==> src/rtl/uart_tx_fifo.sv <==
// Buffered 8N1 UART transmitter: byte strobes are queued in a small FIFO and shifted out LSB first.
// Define UART_TX_PARITY_EN to add an even-parity bit (8E1 frames).
module uart_tx_fifo #(
    parameter int BAUD_DIV   = 104,
    parameter int DEPTH_LOG2 = 3
) (
    input  logic       clk,
    input  logic       rst,
    input  logic       tx_data_rdy,
    input  logic [7:0] tx_data,
    output logic       uart_txd,
    output logic       tx_busy,
    output logic       tx_full,
    output logic       tx_empty,
    output logic       tx_ovf
);

    localparam int DEPTH = 1 << DEPTH_LOG2;
    localparam int CW    = DEPTH_LOG2 + 1;
    localparam int BW    = (BAUD_DIV > 2) ? $clog2(BAUD_DIV) : 1;

    localparam logic [BW-1:0] BAUD_LAST = BW'(BAUD_DIV - 1);
    localparam logic [CW-1:0] CNT_FULL  = CW'(DEPTH);

    localparam logic [2:0] S_IDLE   = 3'd0;
    localparam logic [2:0] S_START  = 3'd1;
    localparam logic [2:0] S_DATA   = 3'd2;
`ifdef UART_TX_PARITY_EN
    localparam logic [2:0] S_PARITY = 3'd3;
`endif
    localparam logic [2:0] S_STOP   = 3'd4;

    logic [2:0]            state_q, state_d;
    logic [BW-1:0]         baud_q, baud_d;
    logic [2:0]            bit_q, bit_d;
    logic [7:0]            sh_q, sh_d;
    logic                  txd_q, txd_d;
    logic                  ovf_q, ovf_d;
    logic [DEPTH_LOG2-1:0] wptr_q, wptr_d;
    logic [DEPTH_LOG2-1:0] rptr_q, rptr_d;
    logic [CW-1:0]         count_q, count_d;
    logic [7:0]            mem_q [DEPTH];
`ifdef UART_TX_PARITY_EN
    logic                  par_q, par_d;
`endif

    logic       full, empty, wr_en, pop, baud_last;
    logic [7:0] head;

    // Full/empty come from the registered count, so a write on a full cycle is dropped even if a pop frees a slot.
    assign full      = (count_q == CNT_FULL);
    assign empty     = (count_q == '0);
    assign wr_en     = tx_data_rdy && !full;
    assign head      = mem_q[rptr_q];
    assign baud_last = (baud_q == BAUD_LAST);

    always_comb begin
        state_d = state_q;
        baud_d  = baud_q;
        bit_d   = bit_q;
        sh_d    = sh_q;
        pop     = 1'b0;
`ifdef UART_TX_PARITY_EN
        par_d   = par_q;
`endif
        if (state_q != S_IDLE) begin
            baud_d = baud_last ? '0 : baud_q + 1'b1;
        end
        case (state_q)
            S_IDLE: begin
                baud_d = '0;
                if (!empty) begin
                    pop     = 1'b1;
                    sh_d    = head;
                    bit_d   = '0;
                    state_d = S_START;
`ifdef UART_TX_PARITY_EN
                    par_d   = ^head;
`endif
                end
            end
            S_START: begin
                if (baud_last) state_d = S_DATA;
            end
            S_DATA: begin
                if (baud_last) begin
                    if (bit_q == 3'd7) begin
`ifdef UART_TX_PARITY_EN
                        state_d = S_PARITY;
`else
                        state_d = S_STOP;
`endif
                    end else begin
                        sh_d  = sh_q >> 1;
                        bit_d = bit_q + 3'd1;
                    end
                end
            end
`ifdef UART_TX_PARITY_EN
            S_PARITY: begin
                if (baud_last) state_d = S_STOP;
            end
`endif
            S_STOP: begin
                if (baud_last) begin
                    if (!empty) begin
                        pop     = 1'b1;
                        sh_d    = head;
                        bit_d   = '0;
                        state_d = S_START;
`ifdef UART_TX_PARITY_EN
                        par_d   = ^head;
`endif
                    end else begin
                        state_d = S_IDLE;
                    end
                end
            end
            default: begin
                state_d = S_IDLE;
                baud_d  = '0;
            end
        endcase
    end

    // Line level is decoded from the next state and registered, so uart_txd never glitches.
    always_comb begin
        txd_d = 1'b1;
        case (state_d)
            S_START:  txd_d = 1'b0;
            S_DATA:   txd_d = sh_d[0];
`ifdef UART_TX_PARITY_EN
            S_PARITY: txd_d = par_d;
`endif
            default:  txd_d = 1'b1;
        endcase
    end

    always_comb begin
        count_d = count_q;
        case ({wr_en, pop})
            2'b10:   count_d = count_q + 1'b1;
            2'b01:   count_d = count_q - 1'b1;
            default: count_d = count_q;
        endcase
        wptr_d = wr_en ? wptr_q + 1'b1 : wptr_q;
        rptr_d = pop ? rptr_q + 1'b1 : rptr_q;
        ovf_d  = ovf_q | (tx_data_rdy & full);
    end

    always_ff @(posedge clk or negedge rst) begin
        if (!rst) begin
            state_q <= S_IDLE;
            baud_q  <= '0;
            bit_q   <= '0;
            sh_q    <= '0;
            txd_q   <= 1'b1;
            ovf_q   <= 1'b0;
            wptr_q  <= '0;
            rptr_q  <= '0;
            count_q <= '0;
`ifdef UART_TX_PARITY_EN
            par_q   <= 1'b0;
`endif
            for (int unsigned i = 0; i < DEPTH; i++) begin
                mem_q[i] <= '0;
            end
        end else begin
            state_q <= state_d;
            baud_q  <= baud_d;
            bit_q   <= bit_d;
            sh_q    <= sh_d;
            txd_q   <= txd_d;
            ovf_q   <= ovf_d;
            wptr_q  <= wptr_d;
            rptr_q  <= rptr_d;
            count_q <= count_d;
`ifdef UART_TX_PARITY_EN
            par_q   <= par_d;
`endif
            if (wr_en) begin
                mem_q[wptr_q] <= tx_data;
            end
        end
    end

    assign uart_txd = txd_q;
    assign tx_busy  = (state_q != S_IDLE);
    assign tx_full  = full;
    assign tx_empty = empty;
    assign tx_ovf   = ovf_q;

endmodule

==> config.mk <==
export PLATFORM = sky130hd
export DESIGN_NAME = uart_tx_fifo
export DESIGN_NICKNAME = d
export VERILOG_FILES = /design/src/rtl/uart_tx_fifo.sv
export SDC_FILE = /design/constraint.sdc
export NUM_CORES = 1
export LEC_CHECK = 0
export ABC_AREA = 1
export CAP_MARGIN = 20
export CORE_MARGIN = 2
export CORE_UTILIZATION = 50
export CTS_CLUSTER_DIAMETER = 200
export CTS_CLUSTER_SIZE = 24
export DETAILED_ROUTE_END_ITERATION = 8
export DONT_BUFFER_PORTS = 1
export GPL_TIMING_DRIVEN = 0
export PLACE_DENSITY = 0.74
export SLEW_MARGIN = 5
export SYNTH_ARGS = -nofsm -noshare
export SYNTH_HDL_FRONTEND = slang
export SYNTH_SLANG_ARGS = --single-unit
==> constraint.sdc <==
create_clock -name clk -period 3.2 [get_ports clk]
set_input_delay 0.64 -clock clk [delete_from_list [all_inputs] [get_ports clk]]
set_output_delay 0.64 -clock clk [all_outputs]
set_load 0.02 [all_outputs]
==> results of run 1 <==
==> state kept, by name, summed over array words and instances, names as in the netlist <==
| name | flops |
|---|---|
| tx_ovf | 1 |
| wptr_q | 3 |
| baud_q | 7 |
| bit_q | 3 |
| count_q | 4 |
| mem_q | 64 |
| state_q | 3 |
| sh_q | 8 |
| uart_txd | 1 |
| rptr_q | 3 |
==> final cells by class <==
class                      instances  area share [%]
buffer                            21            2.64
clock buffer                      11            2.77
clock inverter                     4           0.539
inverter                          45            3.31
multi-input combinational        397            39.5
sequential                        97            47.5
tap                              129            3.16
timing repair buffer               1           0.539
==> layer usage <==
| metal | wire length, um | GRT usage [%] | part of all wire, % |
|---|---|---|---|
| met1 | 4910 | 30.9 | 45 |
| met2 | 5130 | 37.8 | 47 |
| met3 | 689 | 4.55 | 6.3 |
| met4 | 244 | 6.65 | 2.2 |
| met5 | 0 | 0 | 0 |
==> power groups by stage <==
stage / sequential, mW / clock (mW) / combinational (mW)
floorplan: 2.04 / 0 / 1.65
global placement: 2.10 / 0 / 2.06
detailed placement: 2.13 / 0 / 2.13
CTS: 2.10 / 0.736 / 2.16
global route: 2.17 / 0.797 / 2.45
finish: 2.11 / 0.725 / 2.17
==> worst paths after layout <==
check                        endpoint  depth (start not counted)  slack (ps)
min in group clk            baud_q[0]                          1         480
max reg2reg                count_q[2]                         15         510
max                        count_q[2]                         15         510
min                          uart_txd                          0         100
max in group asynchronous   mem_q[34]                          1        2640
min reg2reg                 baud_q[0]                          1         480
==> through the flow <==
stage                     hold WS, ps  utilization (%)
after floorplan                   344                -
after global placement            347             53.2
after detailed placement          347             53.2
after CTS                        95.7             55.3
after global routing             84.6             55.3
final                             103             55.3
==> kinds of logic after synthesis <==
logic type	after synthesis
simple gates	262
compound gates	116
xor+xnor	11
fa+ha+maj	8
buf+inv	66
flops	97
==> layout by cell type, fill, tap and decap left out, drive strengths merged <==
master and count:
nand2 169, dfrtp 96, o21ai 90, inv 46, nor2 40, nand3 39
clkbuf 19, buf 14, a21oi 12, nand4 12, ha 8, o22ai 7
xor2 6, xnor2 5, a31oi 3, clkinv 3, nor3 1, a22oi 1
or2 1, o21bai 1, o21a 1, o31ai 1, dfstp 1
==> timing repair <==
item | in CTS | in global routing
hold endpoints to repair | 96 | 0
setup endpoints to repair | 0 | 0
hold buffers | 1 | 0
setup buffers | 0 | 0
==> summary.json, run 1 <==
{
  "run_status": {"value": "finished, final reports clean"},
  "synth_seq_cells": {"value": 97},
  "leakage": {"value": 2.49, "unit": "nW"},
  "crit_type": {"value": "flip-flop to flip-flop"},
  "startpoint_type": {"value": "flip-flop"},
  "fmax": {"value": 372, "unit": "MHz"},
  "synth_cells": {"value": 560},
  "total_instance_count_after_detailed_placement": {"value": 689},
  "synth_nets": {"value": 579},
  "detailedRoute.firstPassIterationCount": {"value": 5},
  "slew_headroom": {"value": 61.8, "unit": "%"},
  "area.sequential": {"value": 2430, "unit": "um2"},
  "antenna_found_initial": {"value": 0},
  "share_of_the_synthesized_area_in_compound_gates_ao_oa_aoi_oai": {"value": 13.1, "unit": "%"},
  "synth.top_cells.by_area": {"value": "dfrtp_1 (51%), nand2_1 (13%), o21ai_0 (5.2%)"},
  "p_clk_share": {"value": 14.5, "unit": "%"},
  "timing_max_transition_violations_final": {"value": 0},
  "initial_core_util": {"value": 51.4, "unit": "%"},
  "area_growth_syn_to_layout": {"value": 7.53, "unit": "%"},
  "yosysUniqueCellTypes": {"value": 35},
  "fp.dieArea": {"value": 10300, "unit": "um2"},
  "number_of_antenna_repair_diodes": {"value": 0},
  "power.internal": {"value": 2.82, "unit": "mW"},
  "number_of_top_level_pins": {"value": 16},
  "end_kind": {"value": "flip-flop"},
  "finalPower": {"value": 5.01, "unit": "mW"},
  "netlist_area": {"value": 4750, "unit": "um2"},
  "synthesis.area_per_instance": {"value": 8.49, "unit": "um2"},
  "ys_dominant_reg_cell": {"value": "dfrtp_1"},
  "tns": {"value": 0, "unit": "ps"},
  "critical_path.cell_chain": {"value": "ha_1 -> nand2_1 -> inv_1 -> nand3_2 -> inv_1 -> nand3_1 -> nand2_1 -> buf_4 -> ha_1 -> xor2_1 -> ha_1 -> a21oi_1 -> a21oi_1 -> o21ai_0 -> o21a_1"},
  "placed_cell_area": {"value": 4910, "unit": "um2"},
  "cp_data_arrival_time": {"value": 2950, "unit": "ps"},
  "finalCritPeriodShare": {"value": 84.0, "unit": "%"},
  "crit_path_frequent_cell": {"value": "ha_1"},
  "worst_path_largest_cell_delay": {"value": 390, "unit": "ps"},
  "reg2reg_from": {"value": "baud_q[0]"},
  "tritoncts.num_buffers": {"value": 9},
  "finalCriticalPeriod": {"value": 2690, "unit": "ps"},
  "yosys.area_share.adder": {"value": 2.11, "unit": "%"},
  "clkLatencyLatePin": {"value": 370, "unit": "ps"},
  "clock_sink_count": {"value": 97},
  "first_global_vias": {"value": 3689},
  "final_design_area_no_fill": {"value": 5110, "unit": "um2"},
  "die_width": {"value": 101, "unit": "um"},
  "worst_setup_path_startpoint": {"value": "baud_q[0]"},
  "power_per_unit_of_standard_cell_area": {"value": 980, "unit": "nW/um2"},
  "tritoncts_clock_tree": {"value": "done"},
  "route.antenna.remaining_nets": {"value": 0},
  "synth.yosys.seq_area_share": {"value": 51.1, "unit": "%"},
  "switching_share": {"value": 43.7, "unit": "%"},
  "post_drt_wl_per_cell": {"value": 15.6, "unit": "um"},
  "cts-resized-gates": {"value": 0},
  "final-instance-count-excl-fill": {"value": 705},
  "worst_path_max_delay_cell": {"value": "dfrtp_1"},
  "detailedRoute.firstIterationViolations": {"value": 290},
  "hold_path.class": {"value": "input pin to asynchronous set/reset pin"},
  "timing.final.hold_violations": {"value": 0},
  "gr-usage-all-layers": {"value": 22.9, "unit": "%"},
  "port_buffers": {"value": 0},
  "post_drt_via_cell_ratio": {"value": 5.45},
  "final_setup_viols": {"value": 0},
  "synth_most_common_cell": {"value": "nand2_1"},
  "ctsHtreeMaxLevel": {"value": 3},
  "tightestPinTransition": {"value": 573, "unit": "ps"},
  "drv.max_cap_violation_count": {"value": 0},
  "edff_count_synth": {"value": 0},
  "detailroute.via_count": {"value": 3840},
  "route.final.wire_length": {"value": 11000, "unit": "um"},
  "multi_input_comb_area": {"value": 2020, "unit": "um2"},
  "p_switching": {"value": 2.19, "unit": "mW"},
  "synth-simple-area-share": {"value": 25.3, "unit": "%"},
  "height_of_the_die": {"value": 101, "unit": "um"},
  "netlist_top_cells_count": {"value": "nand2_1 (168), dfrtp_1 (96), o21ai_0 (49), inv_1 (39), nand3_1 (37)"},
  "detailedPlace.worstSlack": {"value": 486, "unit": "ps"},
  "worst_ep_required_time": {"value": 3460, "unit": "ps"},
  "synth.yosys.warnings": {"value": 0},
  "seq_power_share": {"value": 42.1, "unit": "%"},
  "pin_count_of_the_biggest_net_entering_global_routing": {"value": 97},
  "cts-root-buf": {"value": "clkbuf_8"},
  "remaining_drc_errors": {"value": 0},
  "layout.filler_cells": {"value": 872},
  "finalWorstSetupSlack": {"value": 510, "unit": "ps"},
  "ys_async_sr_fraction": {"value": 100, "unit": "%"},
  "synth_xor_xnor_area_share": {"value": 2.03, "unit": "%"},
  "critPathTopFamily": {"value": "adder cells"},
  "drive_above_1_share": {"value": 9.55, "unit": "%"},
  "grt_overflow_total": {"value": 0},
  "comb_power_share": {"value": 43.4, "unit": "%"},
  "cts.clk_slew.worst_paths": {"value": 90, "unit": "ps"},
  "core_area": {"value": 9240, "unit": "um2"},
  "vdd_drop_max": {"value": 0.484, "unit": "mV"},
  "final.setup_skew": {"value": 12.3, "unit": "ps"},
  "worstPathMaxFanout": {"value": 11},
  "grt_setup_unrepaired": {"value": "false"},
  "place_congestion": {"value": 0.906},
  "critical_path.n_buffers_inverters": {"value": 3},
  "placementRows": {"value": 35},
  "grt_first_pass_wirelength": {"value": 18200, "unit": "um"},
  "main_combinational_cell_family_by_area_after_synthesis": {"value": "simple AND/OR/NAND/NOR gates"},
  "synth.largest_area_cell": {"value": "dfrtp_1"},
  "synth_largest_type_area_fraction": {"value": 50.6, "unit": "%"},
  "finalNetCount": {"value": 591},
  "dp_hpwl": {"value": 7460, "unit": "um"},
  "synthMuxAreaShare": {"value": 0, "unit": "%"},
  "clk_path_buf_depth": {"value": 2}
}
Note: power is estimated with default switching activity, not from simulation.
==> run 2, diff against run 1 <==
==> constraint.sdc (replaced) <==
create_clock -name clk -period 2.5 [get_ports clk]
set_input_delay 0.5 -clock clk [delete_from_list [all_inputs] [get_ports clk]]
set_output_delay 0.5 -clock clk [all_outputs]
set_load 0.02 [all_outputs]
==> summary.json, run 2 (synthesis gave the netlist of run 1 again) <==
{
  "finalPower": {"value": 6.41, "unit": "mW"},
  "worst_path_max_delay_cell": {"value": "dfrtp_1"},
  "biggestRegsByFlops": {"value": "mem_q: 64 flops, sh_q: 8 flops, baud_q: 7 flops"},
  "end_kind": {"value": "flip-flop"},
  "tightestPinTransition": {"value": 573, "unit": "ps"},
  "drv.max_cap_violation_count": {"value": 0},
  "remaining_drc_errors": {"value": 0},
  "route.antenna.remaining_nets": {"value": 0},
  "globalRoute.busiestLayer": {"value": "met2"},
  "pin_count_of_the_biggest_net_entering_global_routing": {"value": 98},
  "grt_overflow_total": {"value": 0},
  "finish.utilization": {"value": 55.6, "unit": "%"},
  "dp_hpwl": {"value": 7460, "unit": "um"},
  "hold_path.class": {"value": "input pin to asynchronous set/reset pin"},
  "number_of_top_level_pins": {"value": 16},
  "core_area": {"value": 9240, "unit": "um2"},
  "cts.clk_slew.worst_paths": {"value": 90, "unit": "ps"},
  "final.setup_skew": {"value": 10.6, "unit": "ps"},
  "grt_use_met3": {"value": 4.55, "unit": "%"},
  "post_drt_via_cell_ratio": {"value": 5.41},
  "max_flop_register": {"value": "mem_q"},
  "mostFrequentLayoutCell": {"value": "nand2_1"},
  "timing_max_transition_violations_final": {"value": 0},
  "tns": {"value": 0, "unit": "ps"},
  "detailedRoute.firstPassIterationCount": {"value": 5},
  "worstPathMaxFanout": {"value": 11},
  "tritoncts.num_buffers": {"value": 9},
  "port_buffers": {"value": 0},
  "critical_path.n_buffers_inverters": {"value": 3},
  "detailroute.via_count": {"value": 3823},
  "clkLatencyLatePin": {"value": 360, "unit": "ps"},
  "initial_core_util": {"value": 51.4, "unit": "%"},
  "grtUsageMet1": {"value": 30.8, "unit": "%"},
  "grt_use_met2": {"value": 37.6, "unit": "%"},
  "area_growth_syn_to_layout": {"value": 8.08, "unit": "%"},
  "slew_headroom": {"value": 61.8, "unit": "%"},
  "tritoncts_clock_tree": {"value": "done"},
  "final_design_area_no_fill": {"value": 5140, "unit": "um2"},
  "finalCritPeriodShare": {"value": 95.3, "unit": "%"},
  "cts-root-buf": {"value": "clkbuf_8"},
  "layout.filler_cells": {"value": 869},
  "finalNetCount": {"value": 593},
  "critPathTopFamily": {"value": "adder cells"},
  "hold_ws": {"value": -180, "unit": "ps"},
  "fmax": {"value": 420, "unit": "MHz"},
  "placementRows": {"value": 35},
  "clk_path_buf_depth": {"value": 2},
  "placed_cell_area": {"value": 4910, "unit": "um2"},
  "timing.final.hold_violations": {"value": 97},
  "die_width": {"value": 101, "unit": "um"},
  "run_status": {"value": "finished, violations left"},
  "place_congestion": {"value": 0.906},
  "most-common-layout-cells": {"value": "nand2_1 (168), dfrtp_1 (96), o21ai_0 (49)"},
  "worst_ep_required_time": {"value": 2760, "unit": "ps"},
  "startpoint_type": {"value": "flip-flop"},
  "antenna_found_initial": {"value": 0},
  "violated_checks": {"value": "negative hold slack"},
  "crit_type": {"value": "flip-flop to flip-flop"},
  "clock_sink_count": {"value": 97},
  "grt_first_pass_wirelength": {"value": 18200, "unit": "um"},
  "ctsHtreeMaxLevel": {"value": 3},
  "post_drt_wl_per_cell": {"value": 15.5, "unit": "um"},
  "finalCriticalPeriod": {"value": 2380, "unit": "ps"},
  "final_setup_viols": {"value": 0},
  "critical_path.cell_chain": {"value": "ha_1 -> nand2_1 -> inv_2 -> nand3_4 -> inv_1 -> nand3_1 -> nand2_1 -> buf_6 -> ha_4 -> xor2_2 -> ha_1 -> a21oi_1 -> a21oi_1 -> o21ai_0 -> o21a_1"},
  "cp_data_arrival_time": {"value": 2640, "unit": "ps"},
  "gr-usage-all-layers": {"value": 22.8, "unit": "%"},
  "vdd_drop_max": {"value": 0.616, "unit": "mV"},
  "height_of_the_die": {"value": 101, "unit": "um"},
  "detailedRoute.firstIterationViolations": {"value": 319},
  "worst-r2r-setup-slack": {"value": 120, "unit": "ps"},
  "worst_path_largest_cell_delay": {"value": 380, "unit": "ps"},
  "drive_above_1_share": {"value": 10.4, "unit": "%"},
  "leakage": {"value": 2.49, "unit": "nW"},
  "route.final.wire_length": {"value": 11000, "unit": "um"},
  "number_of_antenna_repair_diodes": {"value": 0},
  "power_per_unit_of_standard_cell_area": {"value": 1250, "unit": "nW/um2"},
  "largest_reg_flops": {"value": 64},
  "first_global_vias": {"value": 3683},
  "fp.dieArea": {"value": 10300, "unit": "um2"}
}
## run 2: final cells by class
cell class / count / area, um2 / share of cell area (%)
Sequential cell: 97 / 2430 / 47.3
Multi-Input combinational cell: 397 / 2050 / 39.9
Inverter: 45 / 169 / 3.29
Tap cell: 129 / 161 / 3.14
Clock buffer: 11 / 141 / 2.75
Buffer: 21 / 139 / 2.70
Clock inverter: 4 / 27.5 / 0.536
Timing Repair Buffer: 3 / 22.5 / 0.438
## run 2: worst reg2reg max path, stage by stage, from the launching register on
cell and delay (ps):
dfrtp_1 380, ha_1 170, nand2_1 60, inv_2 110, nand3_4 110, inv_1 110, nand3_1 70, nand2_1 120
buf_6 170, ha_4 170, xor2_2 180, ha_1 170, a21oi_1 50, a21oi_1 170, o21ai_0 120, o21a_1 120
## run 2: worst paths after layout
path,from,end,cells after the start
max,baud_q[0],count_q[2],15
min,rst,count_q[0],0
max reg2reg,baud_q[0],count_q[2],15
min reg2reg,baud_q[0],baud_q[0],1
max in group asynchronous,rst,uart_txd,0
min in group clk,tx_data_rdy,tx_ovf,2
## run 2: timing repair
item                                   4_1_cts  5_1_grt
endpoints found under the hold margin       97       97
setup endpoints to repair                    1        1
setup buffers                                0        3
resized for setup                            5        1
## run 2: metal layers
layer	wire, um	vias up	share of wire [%]
met5	0	-	0
met4	241	0	2.2
met3	615	19	5.6
met2	5130	105	47
met1	4970	1837	45
li1	-	1862	-
## run 2: per-stage QoR
stage	setup WS [ps]	hold WS, ps	cells
2_1_floorplan	185	204	560
3_3_place_gp	-44.8	207	689
3_5_place_dp	-214	207	689
5_1_grt	-33.3	-200	707
4_1_cts	56.1	-190	704
6_report	117	-180	707
## run 2: report_power, final
group / internal (mW) / switching [mW]
clock network: 0.388 / 0.537
logic: 1.00 / 1.78
registers: 2.23 / 0.472
==> run 3, diff against run 2 <==
--- a/config.mk
+++ b/config.mk
@@ -8,13 +8,13 @@
 export ABC_AREA = 1
 export CAP_MARGIN = 20
 export CORE_MARGIN = 2
-export CORE_UTILIZATION = 50
+export CORE_UTILIZATION = 45
 export CTS_CLUSTER_DIAMETER = 200
 export CTS_CLUSTER_SIZE = 24
 export DETAILED_ROUTE_END_ITERATION = 8
 export DONT_BUFFER_PORTS = 1
 export GPL_TIMING_DRIVEN = 0
-export PLACE_DENSITY = 0.74
+export PLACE_DENSITY = 0.69
 export SLEW_MARGIN = 5
 export SYNTH_ARGS = -nofsm -noshare
 export SYNTH_HDL_FRONTEND = slang
==> summary.json, run 3 (synthesis gave the netlist of run 1 again) <==
{
  "run_status": {"value": "finished, violations left"},
  "violated_checks": {"value": "negative hold slack"},
  "antenna_found_initial": {"value": 0},
  "detailedRoute.firstIterationViolations": {"value": 361},
  "pin_count_of_the_biggest_net_entering_global_routing": {"value": 98},
  "fp.dieArea": {"value": 11400, "unit": "um2"},
  "cp_data_arrival_time": {"value": 2650, "unit": "ps"},
  "most-common-layout-cells": {"value": "nand2_1 (168), dfrtp_1 (95), o21ai_0 (49)"},
  "p_switching": {"value": 2.84, "unit": "mW"},
  "finalCritPeriodShare": {"value": 95.0, "unit": "%"},
  "height_of_the_die": {"value": 107, "unit": "um"},
  "power_per_unit_of_standard_cell_area": {"value": 1260, "unit": "nW/um2"},
  "startpoint_type": {"value": "flip-flop"},
  "finalPower": {"value": 6.57, "unit": "mW"},
  "crit_type": {"value": "flip-flop to flip-flop"},
  "hold_path.class": {"value": "input pin to asynchronous set/reset pin"},
  "dp_hpwl": {"value": 7600, "unit": "um"},
  "worstPathMaxFanout": {"value": 10},
  "final-instance-count-excl-fill": {"value": 715},
  "cts-root-buf": {"value": "clkbuf_8"},
  "power.internal": {"value": 3.73, "unit": "mW"},
  "drive_above_1_share": {"value": 10.7, "unit": "%"},
  "detailedRoute.firstPassIterationCount": {"value": 5},
  "core_area": {"value": 10300, "unit": "um2"},
  "clk_path_buf_depth": {"value": 2},
  "final.setup_skew": {"value": 13.2, "unit": "ps"},
  "detailedPlace.worstSlack": {"value": -174, "unit": "ps"},
  "placementRows": {"value": 37},
  "mostFrequentLayoutCell": {"value": "nand2_1"},
  "vdd_drop_max": {"value": 0.536, "unit": "mV"},
  "timing.rr.end": {"value": "count_q[2]"},
  "detailroute.via_count": {"value": 3838},
  "slew_headroom": {"value": 62.8, "unit": "%"},
  "switching_share": {"value": 43.3, "unit": "%"},
  "worst-r2r-setup-slack": {"value": 120, "unit": "ps"},
  "finalCriticalPeriod": {"value": 2380, "unit": "ps"},
  "cts.clk_slew.worst_paths": {"value": 100, "unit": "ps"},
  "tightestPinTransition": {"value": 559, "unit": "ps"},
  "finish.utilization": {"value": 50.5, "unit": "%"},
  "biggestRegsByFlops": {"value": "mem_q: 64 flops, sh_q: 8 flops, baud_q: 7 flops"},
  "hold_ws": {"value": -200, "unit": "ps"},
  "area_growth_syn_to_layout": {"value": 9.32, "unit": "%"},
  "end_kind": {"value": "flip-flop"},
  "drv.max_cap_violation_count": {"value": 0},
  "port_buffers": {"value": 0},
  "fmax": {"value": 421, "unit": "MHz"},
  "tritoncts_clock_tree": {"value": "done"},
  "total_instance_count_after_detailed_placement": {"value": 696},
  "worst_ep_required_time": {"value": 2770, "unit": "ps"},
  "termination_of_the_worst_setup_path": {"value": "count_q[2]"},
  "grt_overflow_total": {"value": 0},
  "worst_setup_path_startpoint": {"value": "count_q[1]"},
  "route.final.wire_length": {"value": 10900, "unit": "um"},
  "clkLatencyLatePin": {"value": 380, "unit": "ps"},
  "finalNetCount": {"value": 593},
  "leakage": {"value": 2.50, "unit": "nW"},
  "timing_max_transition_violations_final": {"value": 0},
  "number_of_antenna_repair_diodes": {"value": 0},
  "seq_power_share": {"value": 41.4, "unit": "%"},
  "post_drt_via_cell_ratio": {"value": 5.37},
  "remaining_drc_errors": {"value": 0},
  "comb_power_share": {"value": 42.5, "unit": "%"},
  "timing.final.hold_violations": {"value": 97},
  "die_width": {"value": 107, "unit": "um"},
  "place_congestion": {"value": 0.817},
  "layout.filler_cells": {"value": 988},
  "tritoncts.num_buffers": {"value": 9},
  "p_clk_share": {"value": 16.1, "unit": "%"},
  "route.antenna.remaining_nets": {"value": 0},
  "area.sequential": {"value": 2430, "unit": "um2"},
  "grt_first_pass_wirelength": {"value": 18000, "unit": "um"},
  "ctsHtreeMaxLevel": {"value": 3},
  "worst_r2r_path_depth": {"value": 13},
  "reg2reg_from": {"value": "count_q[1]"},
  "post_drt_wl_per_cell": {"value": 15.3, "unit": "um"},
  "clock_sink_count": {"value": 97},
  "initial_core_util": {"value": 46.2, "unit": "%"},
  "gr-usage-all-layers": {"value": 20.2, "unit": "%"},
  "finalWorstSetupSlack": {"value": 124, "unit": "ps"},
  "multi_input_comb_area": {"value": 2060, "unit": "um2"},
  "max_flop_register": {"value": "mem_q"},
  "first_global_vias": {"value": 3582},
  "final_setup_viols": {"value": 0},
  "largest_reg_flops": {"value": 64},
  "number_of_top_level_pins": {"value": 16}
}
## run 3: cell count changes in the layout (fill, tap and decap cells not counted)
| cell | change |
|---|---|
| clkbuf_8 | -1 |
| nor2_4 | +1 |
| clkinvlp_4 | +2 |
| xor2_4 | +1 |
| inv_8 | +1 |
| bufinv_16 | +1 |
| xor2_2 | -1 |
| clkinv_2 | -2 |
| dfrtp_1 | -1 |
| nor2_2 | -1 |
| dfrtp_2 | +1 |
## run 3: worst min path at each step
stage                     start        end  slack [ps]  depth (start not counted)
after detailed placement    rst     tx_ovf         210                          0
final                       rst  wptr_q[2]        -200                          0
after global routing        rst  wptr_q[2]        -220                          0
after floorplan             rst  baud_q[0]         200                          0
after CTS                   rst     tx_ovf        -210                          0
after global placement      rst     tx_ovf         210                          0
## run 3: final cells by class
type	count	area share (%)
clock inverters	6	1.42
multi-input cells	397	39.7
plain buffers	21	2.67
repair buffers	3	0.434
flip-flops and latches	97	46.8
inverters	45	3.25
clock buffers	10	2.46
well taps	136	3.28
## run 3: worst max-delay path, cell delays in order (launching register included)
cell	delay [ps]
dfrtp_2	500
nor2_4	170
nand3_2	100
inv_2	170
nor2_8	60
buf_6	160
inv_1	130
ha_4	200
xor2_4	180
ha_1	170
a21oi_1	50
a21oi_1	160
o21ai_0	110
o21a_1	110
## run 3: stage by stage
| step | hold WS (ps) | TNS [ps] | area, um2 |
|---|---|---|---|
| 3_5_place_dp | 207 | -174 | 4920 |
| 3_3_place_gp | 207 | -59.9 | 4920 |
| 2_1_floorplan | 204 | 0 | 4750 |
| 5_1_grt | -225 | -38.4 | 5190 |
| 6_report | -200 | 0 | 5190 |
| 4_1_cts | -209 | 0 | 5140 |
## run 3: timing repair
action                                  4_1_cts  5_1_grt
endpoints found under the hold margin        97       97
gates resized for setup                       4        5
endpoints found under the setup margin        1        1
setup buffers                                 0        3
## run 3: power by group through the flow
| stage | Clock, mW | Sequential [mW] | Combinational, mW |
|---|---|---|---|
| detailed placement | 0 | 2.73 | 2.73 |
| global placement | 0 | 2.69 | 2.64 |
| CTS | 1.08 | 2.70 | 2.75 |
| finish | 1.06 | 2.72 | 2.79 |
| global route | 1.16 | 2.80 | 3.18 |
| floorplan | 0 | 2.61 | 2.11 |
## run 3: layer usage
metal	vias to the layer above	global-route usage, %	routed length (um)
met2	111	33.0	5130
met1	1846	28.1	5080
met5	-	0	0
met4	0	6.40	180
met3	17	2.74	521
li1	1864	-	-
==> variant (flow settings as in run 3) <==
Put one more register stage on the output `tx_ovf`, cleared by the reset. The value now appears one clock later. The other outputs are not delayed to match.
--- a/src/rtl/uart_tx_fifo.sv
+++ b/src/rtl/uart_tx_fifo.sv
@@ -189,5 +189,11 @@
     assign tx_full  = full;
     assign tx_empty = empty;
-    assign tx_ovf   = ovf_q;
+    always_ff @(posedge clk or negedge rst) begin
+        if (!rst) begin
+            tx_ovf <= '0;
+        end else begin
+            tx_ovf <= ovf_q;
+        end
+    end
 
 endmodule
Function: no difference found for any inputs over 10 cycles, from zero or initial values and one cycle with rst low; that may be too few to reach the edited logic, so the function may still have changed.
==> variant against run 3 <==
Wire length grew 1.1%; sequential cell count up 1; non-clock buffer count fell by 1; global-route usage shrank 0.11 points; via count grew 0.23%; worst setup slack gained 140 ps; total power increased by 0.34%; design area is 1.6% higher; the run still ends with negative hold slack left; combinational power up 2%; critical endpoint unchanged; synthesized area up 2.7%; highest routed layer unchanged.
==> variant: results (changes against run 3) <==
** Global routing
- The wire length of the first global-routing pass was 18100 um (+0.23%).
- Overall Global Routing Usage :: 20.1% (-0.11 points)

** Layout
- Share of the final layout cell area in sequential cells :: 46.5% (-0.27 points)
- Filler cells :: 1026 (+3.8%)
- The non-clock buffer instance count of the final layout was 23 (-4.2%).
- The clock-cell share of area was 3.70% (-0.18 points).
- Post-route insts no fill :: 725 (+1.4%)
- The count of multi-input combinational gates came to 403 (+1.5%).

** Status
- The run finished, with violations left.
- Violated checks :: negative hold slack

** Routing
- Final Routed Wirelength :: 11000 um (+1.1%)
- The number of vias after detailed routing was 3847 (+0.23%).
- Starting DRC count in detailed routing :: 351 (-2.8%)

** Critical path
- Worst endpoint data arrival time :: 2500 ps (-150 ps)
- Reg-to-reg critical path startpoint :: state_q[0]
- Delay of the slowest cell on the worst path :: 410 ps (-90 ps)
- Among cell families on the critical path, the largest total delay comes from compound AO/OA/AOI/OAI gates.

** Logic synthesis
- Post-synthesis compound-gate area fraction :: 11.5% (-1.6 points)
- The post-synthesis area per instance was 8.59 um2 (+1.3%).
- The adder-cell share of the synthesized area was 2.05% (-0.056 points).

** Timing
- The total count of hold-check failures in the final report is 98 (+1.0%).
- Clock Skew :: 16.7 ps (+3.54 ps)
- The worst hold slack across all endpoints was -191 ps (+9.26 ps).

** Power and ir drop
- Worst VDD drop :: 619 uV (+15%)
- Leak Pwr :: 2.53 nW (+1.6%)

** Placement
- The final weighted congestion in routability-driven placement is 0.848 (+3.8%).
- Post-Place Cells :: 708 (+1.7%)

** Floorplan
- Area of the core region :: 10700 um2 (+4.1%)
==> variant: layer usage <==
| metal | part of all wire [%] | up-vias | global-route usage [%] | wire [um] |
|---|---|---|---|---|
| li1 | - | 1886 | - | - |
| met1 | 47 | 1855 | 28.1 | 5150 |
| met2 | 47 | 92 | 31.6 | 5210 |
| met3 | 4.5 | 14 | 4.40 | 498 |
| met4 | 1.5 | 0 | 5.77 | 168 |
| met5 | 0 | - | 0 | 0 |
==> variant: power breakdown <==
part	leakage, nW	total [W]	switching, W	internal (W)
clock	0.100	0.00101	0.000595	0.000410
combinational	1.20	0.00284	0.00181	0.00104
sequential	1.23	0.00274	0.000487	0.00226
==> variant: stage by stage <==
stage	util (%)	hold slack (ps)	setup slack [ps]
after floorplan	-	204	337
after global placement	47.3	207	101
after detailed placement	47.3	207	-4.22
after CTS	49.2	-210	70.5
after global routing	49.3	-217	54.0
final	49.3	-191	265
==> variant: how the worst min path moves through the flow <==
| stage | start | endpoint | slack, ps |
|---|---|---|---|
| floorplan | rst | baud_q[0] | 200 |
| CTS | rst | mem_q[42] | -210 |
| global placement | rst | tx_ovf | 210 |
| finish | rst | count_q[1] | -190 |
| detailed placement | rst | ovf_q | 210 |
| global route | rst | count_q[0] | -220 |
==> variant: kinds of logic after synthesis <==
kind of cell | Yosys count
compound gates | 102
xor+xnor | 11
flops | 98
simple gates | 282
buf+inv | 67
fa+ha+maj | 8
==> variant: timing repair <==
item,in CTS,in global routing
setup buffers,0,1
setup endpoints to repair,1,1
resized for setup,1,2
hold endpoints to repair,98,98
gates cloned,0,0
pin swaps,0,1
